`src/rtl/alu_test_sequencer_if.sv`:
```
// alu_test_sequencer_if: vector/result handshake between sequencer and ALU under test
interface alu_test_sequencer_if #(parameter int WIDTH = 7);
  logic [WIDTH-1:0] A, B, res;
  logic [1:0] OP;
  logic vec_valid, vec_ready, res_valid, res_zero;
  modport master (output A, B, OP, vec_valid, input vec_ready, res_valid, res, res_zero);
  modport slave (input A, B, OP, vec_valid, output vec_ready, res_valid, res, res_zero);
endinterface

```
`src/rtl/alu_test_sequencer.sv`:
```
// alu_test_sequencer: issues a fixed vector set to an ALU and scores its results
module alu_test_sequencer #(
  parameter int WIDTH = 7,
  parameter int NUM_VEC = 4,
  parameter logic [WIDTH-1:0] SEED = 7'b1010101,
  parameter int TIMEOUT = 16
) (
  input logic clk,
  input logic reset,
  input logic start,
  alu_test_sequencer_if.master bus,
  output logic busy,
  output logic done,
  output logic pass,
  output logic timeout_seen,
  output logic [7:0] err_count,
  output logic [7:0] vec_idx
);
  localparam logic [7:0] LAST = 8'(NUM_VEC - 1);
  localparam int TW = $clog2(TIMEOUT + 1);
  typedef enum logic [1:0] {IDLE, ISSUE, WAIT, DONE} state_t;
  state_t st, nxt;
  logic [WIDTH-1:0] a_v, b_v, exp_v, exp_q;
  logic [1:0] op_v;
  logic [TW-1:0] timer;
  logic [7:0] err_n;
  logic is_last, act, got, tmo, adv, bad;
  function automatic logic [WIDTH-1:0] rotl(input logic [WIDTH-1:0] v, input int n);
    return (v << n) | (v >> (WIDTH - n));
  endfunction
  assign is_last = vec_idx == LAST;
  assign a_v = is_last ? WIDTH'(1) : rotl(SEED, int'(vec_idx) % WIDTH) ^ WIDTH'(vec_idx);
  assign b_v = is_last ? WIDTH'(WIDTH) : WIDTH'(int'(vec_idx) % (WIDTH + 1));
  assign op_v = is_last ? 2'd1 : vec_idx[1:0];
  // shifts by >= WIDTH already yield zero, matching the expected-value rule
  assign exp_v = op_v == 2'd0 ? ~a_v : op_v == 2'd1 ? a_v >> b_v : op_v == 2'd2 ? a_v << b_v : a_v & b_v;
  assign act = st == ISSUE || st == WAIT;
  assign busy = act;
  assign done = st == DONE;
  assign bus.vec_valid = st == ISSUE;
  assign bus.A = act ? a_v : '0;
  assign bus.B = act ? b_v : '0;
  assign bus.OP = act ? op_v : '0;
  assign got = st == WAIT && bus.res_valid;
  assign tmo = st == WAIT && !bus.res_valid && timer == TW'(TIMEOUT - 1);
  assign adv = got || tmo;
  assign bad = tmo || (got && (bus.res != exp_q || bus.res_zero != (exp_q == '0)));
  assign err_n = bad && err_count != 8'hFF ? err_count + 8'd1 : err_count;
  always_comb begin
    nxt = st;
    case (st)
      IDLE: nxt = start ? ISSUE : IDLE;
      ISSUE: nxt = bus.vec_ready ? WAIT : ISSUE;
      WAIT: nxt = adv ? (is_last ? DONE : ISSUE) : WAIT;
      default: nxt = IDLE;
    endcase
  end
  always_ff @(posedge clk or posedge reset) begin
    if (reset) begin
      st <= IDLE;
      exp_q <= '0;
      timer <= '0;
      pass <= 1'b0;
      timeout_seen <= 1'b0;
      err_count <= '0;
      vec_idx <= '0;
    end else begin
      st <= nxt;
      err_count <= err_n;
      if (st == IDLE && start) begin
        err_count <= '0;
        vec_idx <= '0;
        timeout_seen <= 1'b0;
        pass <= 1'b0;
      end
      if (st == ISSUE && bus.vec_ready) begin
        exp_q <= exp_v;
        timer <= '0;
      end
      if (st == WAIT) timer <= timer + TW'(1);
      if (tmo) timeout_seen <= 1'b1;
      if (adv && is_last) pass <= err_n == 8'd0;
      else if (adv) vec_idx <= vec_idx + 8'd1;
    end
  end
endmodule

```
`src/flat_wrapper.sv`:
```
// flat-port wrapper written by rule: the top's interface ports become plain ports
module alu_test_sequencer_flat 
#(
  parameter int WIDTH = 7,
  parameter int NUM_VEC = 4,
  parameter logic [WIDTH-1:0] SEED = 7'b1010101,
  parameter int TIMEOUT = 16
)
  (clk, reset, start, busy, done, pass, timeout_seen, err_count, vec_idx, bus_A, bus_B, bus_OP, bus_vec_valid, bus_vec_ready, bus_res_valid, bus_res, bus_res_zero);
  alu_test_sequencer_if #(.WIDTH(WIDTH)) bus_i ();
  input logic clk;
  input logic reset;
  input logic start;
  output logic busy;
  output logic done;
  output logic pass;
  output logic timeout_seen;
  output logic [7:0] err_count;
  output logic [7:0] vec_idx;
  output wire logic [$bits(bus_i.A)-1:0] bus_A;
  output wire logic [$bits(bus_i.B)-1:0] bus_B;
  output wire logic [$bits(bus_i.OP)-1:0] bus_OP;
  output wire logic [$bits(bus_i.vec_valid)-1:0] bus_vec_valid;
  input wire logic [$bits(bus_i.vec_ready)-1:0] bus_vec_ready;
  input wire logic [$bits(bus_i.res_valid)-1:0] bus_res_valid;
  input wire logic [$bits(bus_i.res)-1:0] bus_res;
  input wire logic [$bits(bus_i.res_zero)-1:0] bus_res_zero;
  assign bus_A = bus_i.A;
  assign bus_B = bus_i.B;
  assign bus_OP = bus_i.OP;
  assign bus_vec_valid = bus_i.vec_valid;
  assign bus_i.vec_ready = bus_vec_ready;
  assign bus_i.res_valid = bus_res_valid;
  assign bus_i.res = bus_res;
  assign bus_i.res_zero = bus_res_zero;
  alu_test_sequencer #(.WIDTH(WIDTH), .NUM_VEC(NUM_VEC), .SEED(SEED), .TIMEOUT(TIMEOUT)) u_core (.clk(clk), .reset(reset), .start(start), .bus(bus_i), .busy(busy), .done(done), .pass(pass), .timeout_seen(timeout_seen), .err_count(err_count), .vec_idx(vec_idx));
endmodule
```
`config.mk`:
```
export PLATFORM = sky130hd
export DESIGN_NAME = alu_test_sequencer_flat
export DESIGN_NICKNAME = d
export VERILOG_FILES = /design/src/rtl/alu_test_sequencer_if.sv /design/src/rtl/alu_test_sequencer.sv /design/src/flat_wrapper.sv
export SDC_FILE = /design/constraint.sdc
export NUM_CORES = 1
export LEC_CHECK = 0
export CAP_MARGIN = 5
export CORE_UTILIZATION = 25
export CTS_CLUSTER_SIZE = 28
export DETAILED_ROUTE_END_ITERATION = 10
export PLACE_DENSITY_LB_ADDON = 0.2
export RECOVER_POWER = 100
export SLEW_MARGIN = 20
export SYNTH_ARGS = -nofsm -noshare
export SYNTH_HDL_FRONTEND = slang
export SYNTH_SLANG_ARGS = --single-unit
```
`constraint.sdc`:
```
create_clock -name clk -period 9.65 [get_ports clk]
set_input_delay 1.93 -clock clk [delete_from_list [all_inputs] [get_ports clk]]
set_output_delay 1.93 -clock clk [all_outputs]
set_load 0.005 [all_outputs]
```
== Yosys cells after proc, flatten, opt, wreduce, memory -nomap -nowiden ==
Cells that the tools add are included.

* Input bits: 13
* RAM bits: 0
* Register bits: 32
* Latch bits: 0
* Word-level logic and storage cells: 74
* Output and inout bits: 37
* Memories kept: 0
* ROM bits: 0

* Shift operators: 4
* $lt $le $gt $ge: 0
* Bitwise logic cells: 4
* $mul: 0
* Add/sub/neg operators: 4
* Eq/ne operators: 10
* Muxes and demuxes: 24
* Divide/modulo/power cells: 1
* Reduce and logical (&&, ||, !) cells: 20

{| class="wikitable"
|+ Operator list
! operator !! number
|-
| $mux 7 || 6
|-
| $mux 8 || 5
|-
| $mod 9x4->32 const B || 1
|-
| $shl 7x32->7 const A || 1
|-
| $shr 7x32->7 const A || 1
|-
| $sub 4x32->32 const A || 1
|-
| $add 8x1->8 const B || 2
|-
| $mux 2 || 5
|-
| $mux 5 || 2
|-
| $eq 8x2->1 const B || 1
|-
| $logic_and 1x1->1 || 8
|-
| $logic_not 8->1 || 1
|-
| $ne 8x8->1 const B || 1
|-
| $and 7x7->7 || 1
|-
| $logic_not 7->1 || 1
|-
| $ne 7x7->1 || 1
|-
| $not 7->7 || 1
|-
| $or 7x7->7 || 1
|-
| $shl 7x7->7 || 1
|-
| $shr 7x7->7 || 1
|-
| $xor 7x7->7 || 1
|-
| $eq 2x2->1 const B || 3
|-
| $pmux 2 s3 || 1
|-
| $reduce_bool 2->1 || 3
|-
| other kinds (9) || 17
|}

== Logic depth before layout (Yosys ltp) ==
* Word-level depth: 10
* Mapped depth: 34
* Depth with buffers taken out: 30

== Worst setup path before layout ==
No wires, ideal clock.

* Path kind: register -> output
* Start point: register u_core.vec_idx[5]
* End point: output port bus_A[4]
* Path buffers: 4
* Stages on the path, launching flop included: 33
* Arrival time: 7010 ps
* Data required time: 7720 ps
* Path slack: 710 ps
* Cell sequence: dfrtp_1 -> buf_2 -> clkbuf_1 -> and2_1 -> ha_1 -> and4b_1 -> buf_6 -> a21o_1 -> or2_4 -> a2111oi_0 -> nor2_1 -> inv_1 -> ha_1 -> clkbuf_1 -> inv_1 -> a221oi_1 -> a41oi_2 -> nand3_1 -> xnor2_1 -> ha_1 -> o21ai_1 -> or4_1 -> nand3_1 -> o41ai_2 -> xor2_2 -> inv_2 -> ha_1 -> or2_2 -> o22ai_2 -> a31oi_1 -> or4_1 -> o211a_1 -> nor2b_1

* Word-level cells in the longest chain between the ends: 7
* Elaborated cells on any way between the ends: 9
* Those cells by class: add/sub (1); div (1); eq/ne (1); shift (2); mux (2); bitwise (2)

{| class="wikitable"
|+ RTL lines
! what !! line !! source
|-
| start: declaration || alu_test_sequencer.sv:17 || <nowiki>output logic [7:0] vec_idx</nowiki>
|-
| start signal: assignment || alu_test_sequencer.sv:83 || <nowiki>else if (adv) vec_idx <= vec_idx + 8'd1;</nowiki>
|-
| $mod 9x4->32 || alu_test_sequencer.sv:32 || <nowiki>assign a_v = is_last ? WIDTH'(1) : rotl(SEED, int'(vec_idx) % WIDTH) ^ WIDTH'(vec_idx);</nowiki>
|-
| $sub 4x32->32 || alu_test_sequencer.sv:29 || <nowiki>return (v << n) | (v >> (WIDTH - n));</nowiki>
|-
| $shr 7x32->7 || alu_test_sequencer.sv:29 ||
|-
| $or 7x7->7 || alu_test_sequencer.sv:29 ||
|-
| $xor 7x7->7 || alu_test_sequencer.sv:32 ||
|-
| $mux 7 * || alu_test_sequencer.sv:32 ||
|-
| $mux 7 * || alu_test_sequencer.sv:41 || <nowiki>assign bus.A = act ? a_v : '0;</nowiki>
|-
| end: declaration || flat_wrapper.sv:20 || <nowiki>output wire logic [$bits(bus_i.A)-1:0] bus_A;</nowiki>
|}

Every way passes the cells marked *; elsewhere a longest branch is shown, timed or not.

== Worst setup path in the final report ==
* Start point: register u_core.vec_idx[6]
* End point: output port bus_A[0]

Same word-level chain as after synthesis.

==> results by group <==
Clock tree
  • # H-tree levels: 2
  • CTS Root Buffer Type: clkbuf_16
  • Clk Latency, worst-skew pair: 0.29 ns
  • Worst-path clk slew: roughly 0.060 ns
  • CTS Buffer Depth: 2
  • Sink Count: 32
  • CTS tree: done
  • CTS buffer count: 5

Cells and area
  • Fillcell total: 1646
  • ANT cells: 0
  • Syn-to-layout area delta: 21.8%
  • Commonest non-fill, non-tap cells in the layout: 53 x nand2_1, 51 x nor2_1, 33 x o21ai_0, 32 x dfrtp_1, 24 x clkdlybuf4s50_1
  • NumNets Final: roughly 600
  • Final Non-Filler Cells: approximately 780
  • Share of cells above drive strength 1: 0.102
  • Commonest non-fill, non-tap cell in the layout: nand2_1

Placement
  • Post-DP HPWL: approximately 9.2 mm
  • Port Buf Inserts: between 40 and 50
  • DP Cell Count: 772
  • Setup WS pre-CTS: ~0.46 ns
  • GP Congestion: 0.901

Drt
  • Vias/cell: about 5.3
  • DRC: 0
  • 1st-iter DRT viols: 300
  • Average wire per standard cell: ~16 um
  • ANT nets after route: 0
  • Via count: between 4000 and 5000
  • Routed wire length: approximately 12 mm
  • DR pass1 iterations: 5

Floorplan
  • Ports: 50
  • Initial core utilization: 0.260
  • FP Rows: 45
  • Die H: 128 um
  • Die outline width: 128 um
  • Die area: around 0.016 mm2
  • Core Region: about 0.015 mm2

Critical path
  • RR Startpoint: u_core.vec_idx[6]
  • WP data arrival: roughly 7.3 ns
  • Highest net fanout along the worst path: 7
  • Slowest cell on crit path: a31oi_1
  • Register-to-Register Setup Slack: roughly 2.6 ns
  • Crit path launch type: register
  • FF-to-FF path depth: 31
  • CP peak stage delay: 0.53 ns
  • Crit path required time: about 7.7 ns
  • Critical path endpoint category: output port
  • RR Endpoint: u_core.exp_q[3]
  • Worst path most repeated cell: inv_1
  • Kind of critical path: reg -> out

Timing
  • Slew of the pin with the lowest slew margin: around 1.8 ns
  • Final hold viol count: 0
  • Final Setup Violations: 0
  • Worst Hold Slack: just under 0.5 ns
  • Max-slew headroom: -0.229
  • Final Max Tran Viols: 33
  • Period utilization: 0.954
  • Skew final: around 0.0067 ns
  • PnR worst setup slack: roughly 0.44 ns
  • Peak Freq: approximately 110 MHz
  • Final min period: a little over 9 ns

Status
  • Failing checks: capacitance limit, slew limit
  • Status: complete, but fails checks

Synthesis
  • Yosys reg bits: 32
  • Post-synthesis sequential area ratio: 0.201
  • Synthesized area per cell: ~7.6 um2
  • Post-synth EDFFs: 0
  • Synth warn: 0
  • Primary FF master, synth: dfrtp_1
  • Post-Syn Instances: about 530
  • Ys async rst share: 1.00
  • Mapped cell area: between 0.003 and 0.004 mm2
  • Synth cell types: 95

Min path
  • Worst Hold End: u_core.timeout_seen
  • Startpoint of the worst hold path: u_core.timeout_seen
  • Hold path depth: 1
  • Hold Path Class: reg -> reg

Power and ir drop
  • Leakage: between 1.5 and 2 nW
  • Max rail drop VDD: between 0.1 and 0.15 mV
  • PwrDens: 175 mW/mm2

Flow run
  • Max-Cap Viols: 1

GRT
  • Vias in the first global route: roughly 4000
  • GRT Overall Usage: 0.153
  • Largest net degree at the start of global routing: 34
  • Initial antenna violation count: 0
  • First-pass GRT wire length: 20.4 mm
  • Final global-route overflow total: 0
## worst max-delay path: cells and delay by family, from the launching register on
family,cells,cell delay (ns)
flip-flops,1,0.38
AND/OR/NAND/NOR,10,1.75
adder cells (fa/ha/maj),4,1.04
AO/OA/AOI/OAI,10,2.42
XOR/XNOR,2,0.34
buffers and inverters,6,1.04
## per-layer routing
layer,GRT usage,vias to the layer above,share of wire
met4,0.0429,0,0.013
met5,0,-,0
met2,0.248,141,0.46
li1,-,2047,-
met1,0.214,1964,0.48
met3,0.0154,13,0.044
## registers in the layout, summed over array words and instances (netlist names)
signal / cells
u_core.err_count: 8
u_core.exp_q: 7
u_core.pass: 1
u_core.st: 2
u_core.timeout_seen: 1
u_core.timer: 5
u_core.vec_idx: 8
## stage by stage
| step | TNS [ns] | cell area [um2] | utilization | power (mW) |
|---|---|---|---|---|
| 6_report | 0 | 4860 | 0.316 | 0.849 |
| 2_1_floorplan | 0 | 4000 | - | 0.496 |
| 5_1_grt | -0.00201 | 4860 | 0.316 | 0.914 |
| 3_5_place_dp | 0 | 4690 | 0.305 | 0.670 |
| 3_3_place_gp | 0 | 4690 | 0.305 | 0.673 |
| 4_1_cts | 0 | 4850 | 0.316 | 0.862 |
## synthesized netlist by cell type (8+ instances only)
cell	number	area share
xnor2_1	20	0.044
nand4_1	9	0.014
nor2_1	51	0.048
nand2_1	53	0.050
nor2b_1	9	0.014
a31oi_1	8	0.013
a21oi_1	19	0.024
ha_1	16	0.050
and2_1	13	0.020
a21o_1	9	0.017
and3_1	9	0.014
nand3_1	22	0.028
clkbuf_1	15	0.014
o21ai_0	33	0.041
nor3_1	22	0.028
inv_1	18	0.017
dfrtp_1	32	0.20
## what timing repair did
action,CTS,global route
setup buffers,0,1
endpoints found under the setup margin,0,7
gates resized for setup,0,7
hold buffers,0,0
## report_power, final
group	switching, mW	total, mW	internal [mW]
combinational	0.260	0.473	0.213
sequential	0.0276	0.191	0.164
clock	0.0634	0.185	0.121
total	0.351	0.849	0.498
## cells by family after synthesis
logic type,share of synthesized area
AO/OA/AOI/OAI,0.311
XOR/XNOR,0.0589
adder cells (fa/ha/maj),0.0501
buffers and inverters,0.0620
flip-flops,0.201
multiplexers,0.0260
other,0.000939
AND/OR/NAND/NOR,0.291
## final cells by class
cell class	count	area [um2]	share of cell area
multi-input combinational	445	2980	0.613
sequential	32	801	0.165
timing repair buffer	63	567	0.117
tap	211	264	0.0543
clock buffer	5	125	0.0257
inverter	22	82.6	0.0170
clock inverter	3	42.5	0.00875
## worst max-delay path by stage
stage | from | end | depth (start not counted)
4_1_cts | u_core.vec_idx[6] | bus_A[6] | 30
2_1_floorplan | u_core.vec_idx[5] | bus_A[4] | 32
3_3_place_gp | u_core.vec_idx[6] | bus_A[4] | 30
6_report | u_core.vec_idx[6] | bus_A[0] | 32
3_5_place_dp | u_core.vec_idx[6] | bus_A[4] | 30
5_1_grt | u_core.vec_idx[6] | bus_A[0] | 32
Note: power is estimated with default switching activity, not from simulation.
==> patch 1, RTL diff (config.mk and constraints unchanged) <==
Put one more register stage on the output `err_count`, cleared by the reset. The value now appears one clock later. The other outputs are not delayed to match.
--- a/src/rtl/alu_test_sequencer.sv
+++ b/src/rtl/alu_test_sequencer.sv
@@ -19,6 +19,8 @@
   localparam logic [7:0] LAST = 8'(NUM_VEC - 1);
   localparam int TW = $clog2(TIMEOUT + 1);
   typedef enum logic [1:0] {IDLE, ISSUE, WAIT, DONE} state_t;
+
+  logic [7:0] err_count_s0;
   state_t st, nxt;
   logic [WIDTH-1:0] a_v, b_v, exp_v, exp_q;
   logic [1:0] op_v;
@@ -45,7 +47,7 @@
   assign tmo = st == WAIT && !bus.res_valid && timer == TW'(TIMEOUT - 1);
   assign adv = got || tmo;
   assign bad = tmo || (got && (bus.res != exp_q || bus.res_zero != (exp_q == '0)));
-  assign err_n = bad && err_count != 8'hFF ? err_count + 8'd1 : err_count;
+  assign err_n = bad && err_count_s0 != 8'hFF ? err_count_s0 + 8'd1 : err_count_s0;
   always_comb begin
     nxt = st;
     case (st)
@@ -62,13 +64,13 @@
       timer <= '0;
       pass <= 1'b0;
       timeout_seen <= 1'b0;
-      err_count <= '0;
+      err_count_s0 <= '0;
       vec_idx <= '0;
     end else begin
       st <= nxt;
-      err_count <= err_n;
+      err_count_s0 <= err_n;
       if (st == IDLE && start) begin
-        err_count <= '0;
+        err_count_s0 <= '0;
         vec_idx <= '0;
         timeout_seen <= 1'b0;
         pass <= 1'b0;
@@ -83,5 +85,13 @@
       else if (adv) vec_idx <= vec_idx + 8'd1;
     end
   end
+  always_ff @(posedge clk or posedge reset) begin
+    if (reset) begin
+      err_count <= '0;
+    end else begin
+      err_count <= err_count_s0;
+    end
+  end
+
 endmodule
 
Function: changed (Yosys sat finds a counterexample within 4 cycles, from zero or initial values and one cycle with reset high).
==> patch 1 against the original RTL <==
  * Worst setup slack better by 100 ps
  * The run still ends with max-capacitance violations, max-slew violations left
  * Synthesized cell count is 3.2% lower
  * Total power increased by 5.3%
  * Count of clock-buffer cells in the layout is 1 higher
  * Design area is 1.9% lower
  * Synthesized area down 0.22%
  * Sequential cell count up 8
  * Combinational power shrank 3%
  * Routed wire length down 3.5%
  * Register-to-register slack got worse by 90 ps
==> patch 1: results (changes against the original RTL) <==
top cells by area, synth=dfrtp_1 25%, nor2_1 6.1%, ha_1 5.0%; Critical Path Max Stage Delay=580 ps (+50 ps); met1 wire length=5805 um (-3.6%); Final Wtd Congestion=0.8879 (-1.4%); outcome=finished with violations; Total Routing Usage GR=14.71% (-0.56 points); Mapped Cells=510 (-3.2%); FF-to-FF path depth=30 (-3.2%); MaxCap Viol Count=1 (unchanged); DR pass1 iterations=4 (-1); Final Net Count=570 (-4.7%); met3 Usage GRT=1.628% (+0.089 points); failing checks=max-capacitance violations, max-slew violations; met1 usage=20.93% (-0.48 points); Worst Max-Slew Pin Slew=2141 ps (+298.5 ps); Final Skew=7.703 ps (+1.045 ps); peak supply drop=0.0001564 V (+28%); drt initial violations=298 (-0.67%); max-slew violation count=41 (+24%); post-synthesis xor/xnor area fraction=4.617% (-1.3 points); vias in the first global route=3668 (-7.2%); commonest cells in the netlist=65 x nor2_1, 50 x nand2_1, 40 x dfrtp_1; DR WL met3=431 um (-21%); period utilization=94.30% (-1.1 points); Yosys cell types=84 (-12%); dpl ws=898.3 ps (+435.8 ps)
==> patch 1: cell count changes in the layout (fill, tap and decap cells not counted), moves of 6 or more <==
cell     before  now
nor2_1       51   66
dfrtp_1      32   40
buf_4        13    6
nor2b_1       9    3
nor3_1       22   10
a21o_1        9    2
a21oi_1      19   33
==> patch 1: power breakdown <==
part / internal, W / switching (W) / total [W]
sequential: 0.000200 / 0.0000390 / 0.000239
combinational: 0.000196 / 0.000261 / 0.000458
clock: 0.000130 / 0.0000673 / 0.000197
total: 0.000526 / 0.000368 / 0.000893
==> patch 1: final cells by class <==
type                            count  area, um^2  share of cell area [%]
Clock buffer                        6       138.9                   2.910
Clock inverter                      2       38.79                  0.8128
Inverter                           17       63.81                   1.337
Multi-Input combinational cell    423        2759                   57.81
Sequential cell                    40        1001                   20.98
Tap cell                          211       264.0                   5.532
Timing Repair Buffer               54       506.7                   10.62
==> patch 1: worst min path at each step <==
| stage | start | to | cells past startpoint |
|---|---|---|---|
| 4_1_cts | u_core.err_count_s0[6]$_DFF_PP0_ | u_core.err_count[6]$_DFF_PP0_ | 0 |
| 2_1_floorplan | u_core.err_count_s0[6]$_DFF_PP0_ | u_core.err_count[6]$_DFF_PP0_ | 0 |
| 3_5_place_dp | u_core.err_count_s0[6]$_DFF_PP0_ | u_core.err_count[6]$_DFF_PP0_ | 0 |
| 6_report | u_core.err_count_s0[6]$_DFF_PP0_ | u_core.err_count[6]$_DFF_PP0_ | 0 |
| 5_1_grt | u_core.err_count_s0[6]$_DFF_PP0_ | u_core.err_count[6]$_DFF_PP0_ | 0 |
| 3_3_place_gp | u_core.err_count_s0[1]$_DFF_PP0_ | u_core.err_count[1]$_DFF_PP0_ | 0 |
==> patch 2, RTL diff (config.mk and constraints unchanged) <==
Made on the original files. `TIMEOUT` is set to 16 in 2 places; all go to 8.
--- a/src/rtl/alu_test_sequencer.sv
+++ b/src/rtl/alu_test_sequencer.sv
@@ -3,7 +3,7 @@
   parameter int WIDTH = 7,
   parameter int NUM_VEC = 4,
   parameter logic [WIDTH-1:0] SEED = 7'b1010101,
-  parameter int TIMEOUT = 16
+  parameter int TIMEOUT = 8
 ) (
   input logic clk,
   input logic reset,
--- a/src/flat_wrapper.sv
+++ b/src/flat_wrapper.sv
@@ -4,7 +4,7 @@
   parameter int WIDTH = 7,
   parameter int NUM_VEC = 4,
   parameter logic [WIDTH-1:0] SEED = 7'b1010101,
-  parameter int TIMEOUT = 16
+  parameter int TIMEOUT = 8
 )
   (clk, reset, start, busy, done, pass, timeout_seen, err_count, vec_idx, bus_A, bus_B, bus_OP, bus_vec_valid, bus_vec_ready, bus_res_valid, bus_res, bus_res_zero);
   alu_test_sequencer_if #(.WIDTH(WIDTH)) bus_i ();
Check against the original RTL: same outputs for any inputs over 10 cycles, from zero or initial values and one cycle with reset high; that may be too few to reach the edited logic, so the function may still have changed.
==> patch 2 against the original RTL <==
  * Highest routed layer unchanged
  * Synthesized cell count down 8.9%
  * Routed wire length decreased by 8.6%
  * Register-to-register slack improved by 190 ps
  * The flow still finishes with violations (max-capacitance violations, max-slew violations)
  * Worst setup slack better by 180 ps
  * Design area is 8.8% lower
  * Synthesized area is 7.1% lower
  * Count of clock-buffer cells in the layout increased by 3
  * Critical endpoint is now bus_A[3]
  * Sequential cell count shrank 1
  * Die area decreased by 7.0%
  * Total power is 6.3% lower
==> patch 2: results (changes against the original RTL) <==
outcome=finished with violations; failing checks=max-capacitance violations, max-slew violations; Ant. Diodes=0 (unchanged); clock slew at reported path FFs=50 ps; Seq/Total Area, Yosys=20.91% (+0.85 points); DR pass1 iterations=5 (unchanged); largest net degree at the start of global routing=32 (-5.9%); reg2reg setup slack=2830 ps (+190 ps); Final Net Count=542 (-9.4%); Leakage=1.827 nW (-8.3%); max-slew violation count=32 (-3.0%); Hold Path Class=flip-flop to flip-flop; vias in the first global route=3726 (-5.7%); Hold Path End=u_core.timeout_seen$_DFFE_PP0P_; Avg WL per Cell=16.30 um (+2.2%); worst skew pair latency=270 ps (-20 ps); RR Endpoint=u_core.exp_q[3]$_DFFE_PP0P_; cts bufs inserted=5 (unchanged); FF-to-FF path depth=26 (-16%); warnings from Yosys=0 (unchanged); hpwl dp=8531 um (-7.6%); top cells by area, synth=dfrtp_1 21%, nor2_1 6.0%, ha_1 5.1%; Synth Area in Adders=5.059% (+0.045 points); Yosys cell types=91 (-4.2%); CTS Root Cell=clkbuf_16; Clock Path Buffers=2 (unchanged); total vias in the final route=3818 (-8.3%); Post-synth ARST share=100.0% (unchanged); initial antenna violation count=0 (unchanged); Total Routing Usage GR=15.49% (+0.22 points); MaxCap Viol Count=1 (unchanged); post-synthesis xor/xnor area fraction=4.486% (-1.4 points); CTS H-tree depth=2 (unchanged); Hold Path Cell Cnt=1 (unchanged); Max FO, Critical Path=23 (+16); first-pass GRT wire length=18950 um (-6.9%); post-synthesis compound-gate area fraction=29.75% (-1.3 points); worst hold start=u_core.timeout_seen$_DFFE_PP0P_; Final Skew=2.206 ps (-4.453 ps); Final Wtd Congestion=0.8540 (-5.2%); FF-to-FF Start=u_core.vec_idx[7]$_DFF_PP0_; Area after DPL=0.004307 mm^2 (-8.1%); drt initial violations=336 (+12%); Largest regs=u_core.err_count (8), u_core.vec_idx (8), u_core.exp_q (7); normalized max-slew margin=-20.69% (+2.2 points); portion of netlist area occupied by mux cells=3.541% (+0.94 points); layout cells sized above 1=8.932% (-1.2 points); peak supply drop=0.00008439 V (-31%); most used flip-flop cell after synthesis=dfrtp_1; I/O Buffers=45 (unchanged); Post-route DRC=0 (unchanged); commonest cells in the netlist=59 x nor2_1, 43 x nand2_1, 31 x dfrtp_1
[patch 2: cell types whose count changed after synthesis, sizes merged, moves of 5 or more]
cell    delta
xnor2     -13
a21oi     +10
nand2     -10
and2       -8
nor2       +8
clkbuf     -7
inv        -7
buf        +6
o21ai      -6
xor2       +6
nand3      -5
nor3       -5
nor3b      +5
[patch 2: area by class of cell]
cell class / count / area (um^2)
timing repair buffer: 54 / 499.2
fill: 1524 / 10040
sequential: 31 / 775.7
inverter: 14 / 52.55
clock buffer: 8 / 156.4
multi-input combinational: 408 / 2720
tap: 184 / 230.2
[patch 2: worst max path at each step]
stage / startpoint / end / slack [ps] / cells after the start
floorplan: u_core.vec_idx[5]$_DFF_PP0_ / bus_A[3] / 1770 / 27
global placement: u_core.vec_idx[7]$_DFF_PP0_ / bus_A[2] / 1230 / 26
detailed placement: u_core.vec_idx[7]$_DFF_PP0_ / bus_A[2] / 960 / 26
CTS: u_core.vec_idx[7]$_DFF_PP0_ / bus_A[2] / 620 / 26
global route: u_core.vec_idx[7]$_DFF_PP0_ / bus_A[6] / 140 / 25
finish: u_core.vec_idx[7]$_DFF_PP0_ / bus_A[3] / 630 / 25
[patch 2: power breakdown]
part	switching (W)	total (W)	internal, W
sequential	0.0000283	0.000187	0.000159
combinational	0.000253	0.000444	0.000190
clock	0.0000550	0.000165	0.000110
[patch 2: timing repair]
item	CTS	global route
resized for setup	0	1
setup buffers	0	0
endpoints found under the setup margin	0	1
[patch 2: logic make-up after synthesis]
kind of cell               count (synthesis)
DFF                                       31
AOI/OAI and AO/OA                        147
muxes                                     12
other                                      1
and+or+nand+nor                          211
buffers and inverters                     44
xor gates and xnor gates                  19
adders and majority gates                 15
[patch 2: metal layers]
| layer | part of all wire (%) | GRT usage [%] | routed length (um) |
|---|---|---|---|
| met1 | 49 | 21.04 | 5559 |
| met2 | 46 | 25.07 | 5212 |
| met3 | 3.8 | 2.015 | 438 |
| met4 | 1.6 | 5.271 | 185 |
| met5 | 0 | 0 | 0 |
[patch 2: worst max-delay path, cell delays in order, from the launching register on]
cell and delay [ps]:
dfrtp_1 350, buf_4 200, ha_1 360, nand4b_1 270, o211a_1 290, o311ai_2 370, a32o_1 290, ha_1 230
inv_1 100, nor4_2 470, or3_4 250, nor2_1 80, xnor2_1 160, ha_1 280, o21a_1 140, o21ai_2 130
and3_1 370, o21a_1 200, ha_1 210, nand4_1 100, a21oi_1 190, nand4_2 270, o211a_1 320, or4_4 520
and3_1 220, clkdlybuf4s50_1 450
[patch 2: per-stage QoR]
stage	hold slack (ps)	std cells	setup slack (ps)
floorplan	472.7	483	1768
global placement	474.5	691	1231
detailed placement	475.5	691	958.9
CTS	491.9	699	618.3
global route	525.1	699	136.3
finish	474.3	699	629.9
